### src/rtl/elevator_request_scheduler.sv
// elevator_request_scheduler
// Latches floor-button presses into a pending bitmap and picks the next target
// floor with a SCAN (sweep) policy. A request is dropped once the controller
// reports the door open at that floor. All outputs come straight from registers.

module elevator_request_scheduler #(
  parameter int FLOORS  = 8,
  parameter int FLOOR_W = 3
) (
  input  logic               clk,
  input  logic               rst,
  input  logic [FLOORS-1:0]  req_in,
  input  logic [FLOOR_W-1:0] cur_floor,
  input  logic               door_open,
  output logic [FLOORS-1:0]  pending,
  output logic [FLOOR_W-1:0] target,
  output logic               target_valid,
  output logic [1:0]         sweep
);

  typedef enum logic [1:0] {
    IDLE = 2'b00,
    UP   = 2'b01,
    DOWN = 2'b10
  } sweep_t;

  localparam logic [FLOOR_W-1:0] TOP_FLOOR = FLOOR_W'(FLOORS - 1);

  sweep_t             state;
  sweep_t             state_nxt;
  logic [FLOORS-1:0]  sync1;
  logic [FLOORS-1:0]  sync2;
  logic [FLOORS-1:0]  sync3;
  logic [FLOORS-1:0]  rise;
  logic [FLOORS-1:0]  clr_mask;
  logic [FLOORS-1:0]  pending_nxt;
  logic [FLOOR_W-1:0] cur;
  logic [FLOOR_W-1:0] low_above;
  logic [FLOOR_W-1:0] high_below;
  logic [FLOOR_W-1:0] dist_up;
  logic [FLOOR_W-1:0] dist_dn;
  logic [FLOOR_W-1:0] target_nxt;
  logic               above;
  logic               below;
  logic               here;

  // Out-of-range floor numbers from the controller are treated as the top floor.
  assign cur = (cur_floor > TOP_FLOOR) ? TOP_FLOOR : cur_floor;

  // Two-flop synchronizer plus a third flop that remembers the previous level,
  // so only a fresh 0->1 press produces a one-cycle rise pulse.
  always_ff @(posedge clk or negedge rst) begin
    if (!rst) begin
      sync1 <= '0;
      sync2 <= '0;
      sync3 <= '0;
    end else begin
      sync1 <= req_in;
      sync2 <= sync1;
      sync3 <= sync2;
    end
  end

  assign rise = sync2 & ~sync3;

  // Apply this cycle's presses and the door-open clear; the clear is applied
  // last so a press at the floor whose door is open is simply ignored.
  always_comb begin
    clr_mask = '0;
    if (door_open) clr_mask[cur] = 1'b1;
    pending_nxt = (pending | rise) & ~clr_mask;
  end

  // Find the nearest pending floor on each side of the car.
  always_comb begin
    above      = 1'b0;
    below      = 1'b0;
    low_above  = '0;
    high_below = '0;
    for (int i = FLOORS - 1; i >= 0; i--) begin
      if (pending_nxt[i] && (FLOOR_W'(i) > cur)) begin
        above     = 1'b1;
        low_above = FLOOR_W'(i);
      end
    end
    for (int i = 0; i < FLOORS; i++) begin
      if (pending_nxt[i] && (FLOOR_W'(i) < cur)) begin
        below      = 1'b1;
        high_below = FLOOR_W'(i);
      end
    end
    here = pending_nxt[cur];
  end

  assign dist_up = low_above - cur;
  assign dist_dn = cur - high_below;

  // Sweep decision: keep going while work remains ahead, otherwise turn round
  // or rest; from rest head for the nearer side, preferring up on a tie.
  always_comb begin
    state_nxt = state;
    case (state)
      IDLE: begin
        if (above && !below)      state_nxt = UP;
        else if (below && !above) state_nxt = DOWN;
        else if (above && below)  state_nxt = (dist_up <= dist_dn) ? UP : DOWN;
        else                      state_nxt = IDLE;
      end
      UP: begin
        if (above)      state_nxt = UP;
        else if (below) state_nxt = DOWN;
        else            state_nxt = IDLE;
      end
      DOWN: begin
        if (below)      state_nxt = DOWN;
        else if (above) state_nxt = UP;
        else            state_nxt = IDLE;
      end
      default: state_nxt = IDLE;
    endcase

    target_nxt = target;
    case (state_nxt)
      UP:      target_nxt = low_above;
      DOWN:    target_nxt = high_below;
      default: if (here) target_nxt = cur;
    endcase
  end

  // Register the request bitmap, sweep state and target together so all
  // outputs change on the same edge.
  always_ff @(posedge clk or negedge rst) begin
    if (!rst) begin
      pending      <= '0;
      state        <= IDLE;
      target       <= '0;
      target_valid <= 1'b0;
    end else begin
      pending      <= pending_nxt;
      state        <= state_nxt;
      target       <= target_nxt;
      target_valid <= |pending_nxt;
    end
  end

  assign sweep = state;

endmodule

### config.mk
export PLATFORM = sky130hd
export DESIGN_NAME = elevator_request_scheduler
export DESIGN_NICKNAME = d
export VERILOG_FILES = /design/src/rtl/elevator_request_scheduler.sv
export SDC_FILE = /design/constraint.sdc
export NUM_CORES = 1
export LEC_CHECK = 0
export BUFFER_PORTS_ARGS = -buffer_cell sky130_fd_sc_hd__clkbuf_2
export CAP_MARGIN = 40
export CORE_MARGIN = 1.5
export CORE_UTILIZATION = 56
export DETAILED_ROUTE_END_ITERATION = 8
export PLACE_DENSITY = 0.75
export SETUP_SLACK_MARGIN = 0.05
export SYNTH_ARGS = -nofsm -noshare
export SYNTH_HDL_FRONTEND = slang
export SYNTH_SLANG_ARGS = --single-unit
export TNS_END_PERCENT = 20
### constraint.sdc
create_clock -name clk -period 4.6 [get_ports clk]
set_clock_uncertainty 0.2 [all_clocks]
set_input_delay 0.23 -clock clk [delete_from_list [all_inputs] [get_ports clk]]
set_output_delay 0.23 -clock clk [all_outputs]
set_load 0.005 [all_outputs]
==> impl_metrics.json <==
{
  "drv_slew": 0,
  "postLayoutCoreUtil": 0.762,
  "worstMarginPinSlew_ns": 0.760,
  "cp_max_fo": 4,
  "syn_inst": 186,
  "path_clk_slew_ns": 0.11,
  "cts_tree": "built",
  "antenna_found_initial": 0,
  "fp.dieArea_mm2": 0.00396,
  "wl_per_cell_um": 17.2,
  "cts_root_buffer": "clkbuf_4",
  "outcome": "finished, final reports clean",
  "io_pins": 28,
  "power_frac_seq": 0.383,
  "cts.sinks": 38,
  "seqCellArea_um2": 951,
  "maxSlewHeadroom": 0.486,
  "p_comb_frac": 0.445,
  "routed_wl_um": 4860,
  "cpPeakStageDelay_ns": 0.38,
  "insertedDiodeCount": 0,
  "grt_setup_unrepaired": "no",
  "port_buffers": 27,
  "synthArstFlopShare": 1.00,
  "multi_input_area_mm2": 0.00111,
  "synth_seq_area_share": 0.473,
  "syn_nets": 209,
  "synth_cell_types": 56,
  "die_w_um": 62.9,
  "required_ns": 4.64,
  "cp-start-kind": "register",
  "grt_pass1_wl_um": 8000,
  "grt_start_max_net_pins": 25,
  "end_kind": "register",
  "drtIter0Drc": 108,
  "ir_worst_vdd_mv": 0.261,
  "cp_cell_sequence": "nor2b_2, o21ai_1, o21ba_2, o211a_1, ha_1, inv_1, fa_1, xnor2_1, xnor2_1, ha_1, o21ai_1, a32oi_2, nor2b_4, o22ai_2, o21a_1, ha_2, nor2_4, o41ai_4, a2111oi_4, mux2_4",
  "drtPass1Iterations": 6,
  "setup_viol": 0,
  "grt_pass1_vias": 1750,
  "syn_area_per_cell_um2": 10.8,
  "synth_seq_cells": 38,
  "p_clk_frac": 0.172,
  "hp-class": "input port to register",
  "holdPathStages": 2,
  "hold_viol_final": 0,
  "grt-ovfl-total": 0,
  "cp_num_cells": 20,
  "synthFlopType": "dfrtp_1",
  "rows": 21,
  "num_vias": 1671,
  "drc": 0,
  "viasPerCell": 5.93,
  "period_minus_slack_ns": 4.35,
  "cts_buffer_depth": 2,
  "drive_gt1_frac": 0.411,
  "power_density_mw_per_mm2": 407,
  "dp.cells": 264,
  "syn_to_final_growth_pct": 28.5,
  "dp_hpwl_um": 3490,
  "die_h_um": 62.9,
  "worstPathArrival_ns": 4.39,
  "reg2reg_depth": 20,
  "p_leak_nw": 1.10,
  "drtAntennaViolNets": 0,
  "fillers": 232,
  "p_switching_w": 0.000362,
  "crit_buf_inv": 1,
  "synth_area_mm2": 0.00201,
  "insertion_delay_ns": 0.34,
  "sw_frac_of_total": 0.344,
  "core_mm2": 0.00339,
  "crit_type": "register to register",
  "stdcell_count": 282,
  "post-route-period-util": 0.945,
  "crit_family": "compound AO/OA/AOI/OAI gates",
  "place_congestion": 0.983,
  "synth_edf_count": 0,
  "htreeDepth": 2,
  "cts_made_buffers": 5,
  "grtUsageTotal": 0.260,
  "final_nets": 258,
  "holdWs_ns": 0.103,
  "clock.fmax_mhz": 230,
  "start_util": 0.593,
  "p_int_w": 0.000690,
  "cp_slowest_cell": "fa_1",
  "max-cap-violations": 0,
  "yosysWarnings": 0
}
==> power by group through the flow <==
stage / Sequential, W / Combinational (W) / Clock (W)
floorplan: 0.000404 / 0.000241 / 0
global placement: 0.000404 / 0.000349 / 0
detailed placement: 0.000405 / 0.000368 / 0
CTS: 0.000399 / 0.000376 / 0.000186
global route: 0.000407 / 0.000512 / 0.000206
finish: 0.000403 / 0.000468 / 0.000181
==> cell usage in the layout, fill, tap and decap left out, types with 3 or more instances in the layout <==
cell type and count:
nor2_1 13, o21bai_2 3, ha_2 3, ha_1 3
clkbuf_4 5, a31oi_1 6, xnor2_1 3, buf_4 14
o21ai_0 4, o21a_1 4, nand2_1 6, nor2b_2 4
nor2b_1 5, inv_1 10, dfrtp_1 38, nor4_1 3
clkbuf_2 27, dlygate4sd3_1 9, o21ai_2 4, nor3_2 3
a21oi_1 8, o21ai_1 7, nor2b_4 4
==> synth_stat cells, types with 2 or more instances <==
cell type,number,area share
o31ai_1,2,0.0075
nor2b_1,12,0.037
nor4_1,4,0.012
inv_1,10,0.019
o41ai_1,2,0.0087
o21ai_2,3,0.013
fa_1,2,0.020
dfrtp_1,38,0.47
clkbuf_1,2,0.0037
a21oi_1,9,0.022
nand2_1,6,0.011
o21ai_0,9,0.022
nor3_2,2,0.010
buf_4,3,0.011
a32oi_1,2,0.0087
ha_1,7,0.044
o21ai_1,3,0.0075
a31oi_1,6,0.019
nor3_1,3,0.0075
nor2_1,15,0.028
o21a_1,4,0.015
buf_6,2,0.011
xnor2_1,4,0.017
o21bai_1,3,0.011
o2111ai_1,2,0.0087
==> cell families (layout without fill, tap and decap cells) <==
family,after synthesis,in the layout,synth area share
compound gates,62,62,0.238
simple gates,52,52,0.151
flops,38,38,0.473
buf+inv,20,70,0.0511
fa+ha+maj,9,9,0.0635
xor+xnor,4,4,0.0174
mux,1,1,0.00560
==> layer usage <==
layer / vias to the layer above / share of wire / GRT usage
met4: 0 / 0.026 / 0.122
met1: 805 / 0.43 / 0.342
met3: 15 / 0.054 / 0.0577
met5: - / 0 / 0
li1: 779 / - / -
met2: 72 / 0.49 / 0.411
==> path summary, 6_finish.rpt <==
check / startpoint / end / slack, ns
max: sync2[1]$_DFF_PN0_ / target[0]$_DFFE_PN0P_ / 0.25
min: cur_floor[0] / pending[5]$_DFF_PN0_ / 0.10
max reg2reg: sync2[1]$_DFF_PN0_ / target[0]$_DFFE_PN0P_ / 0.25
min reg2reg: sync1[2]$_DFF_PN0_ / sync2[2]$_DFF_PN0_ / 0.16
max in group asynchronous: rst / sync1[3]$_DFF_PN0_ / 3.59
min in group asynchronous: rst / pending[7]$_DFF_PN0_ / 0.16
==> layout make-up <==
cell class                      instances  area share
Multi-Input combinational cell        128       0.430
Sequential cell                        38       0.368
Timing Repair Buffer                   51       0.139
Tap cell                               46      0.0223
Clock buffer                            6      0.0199
Inverter                               11      0.0160
Clock inverter                          2     0.00484
==> through the flow <==
step                      instance area [um^2]  TNS (ns)  total power, W  worst slack, ns
after global routing                      2580         0         0.00112           0.0255
after CTS                                 2420         0        0.000960           0.0580
final                                     2580         0         0.00105            0.254
after floorplan                           2010         0        0.000645            0.364
after global placement                    2240         0        0.000752            0.159
after detailed placement                  2270   -0.0141        0.000773          -0.0141
==> registers in the layout (all words and copies together) (netlist names) <==
name	flops
target_valid	1
target	3
sweep	2
sync2	8
pending	8
sync3	8
sync1	8
==> what timing repair did <==
item / in CTS / in global routing
endpoints found under the setup margin: 1 / 3
pin swaps: 0 / 7
hold buffers: 9 / 0
resized for setup: 1 / 38
buffers inserted: 0 / 1
endpoints found under the hold margin: 46 / 0
(Power assumes the default switching activity.)
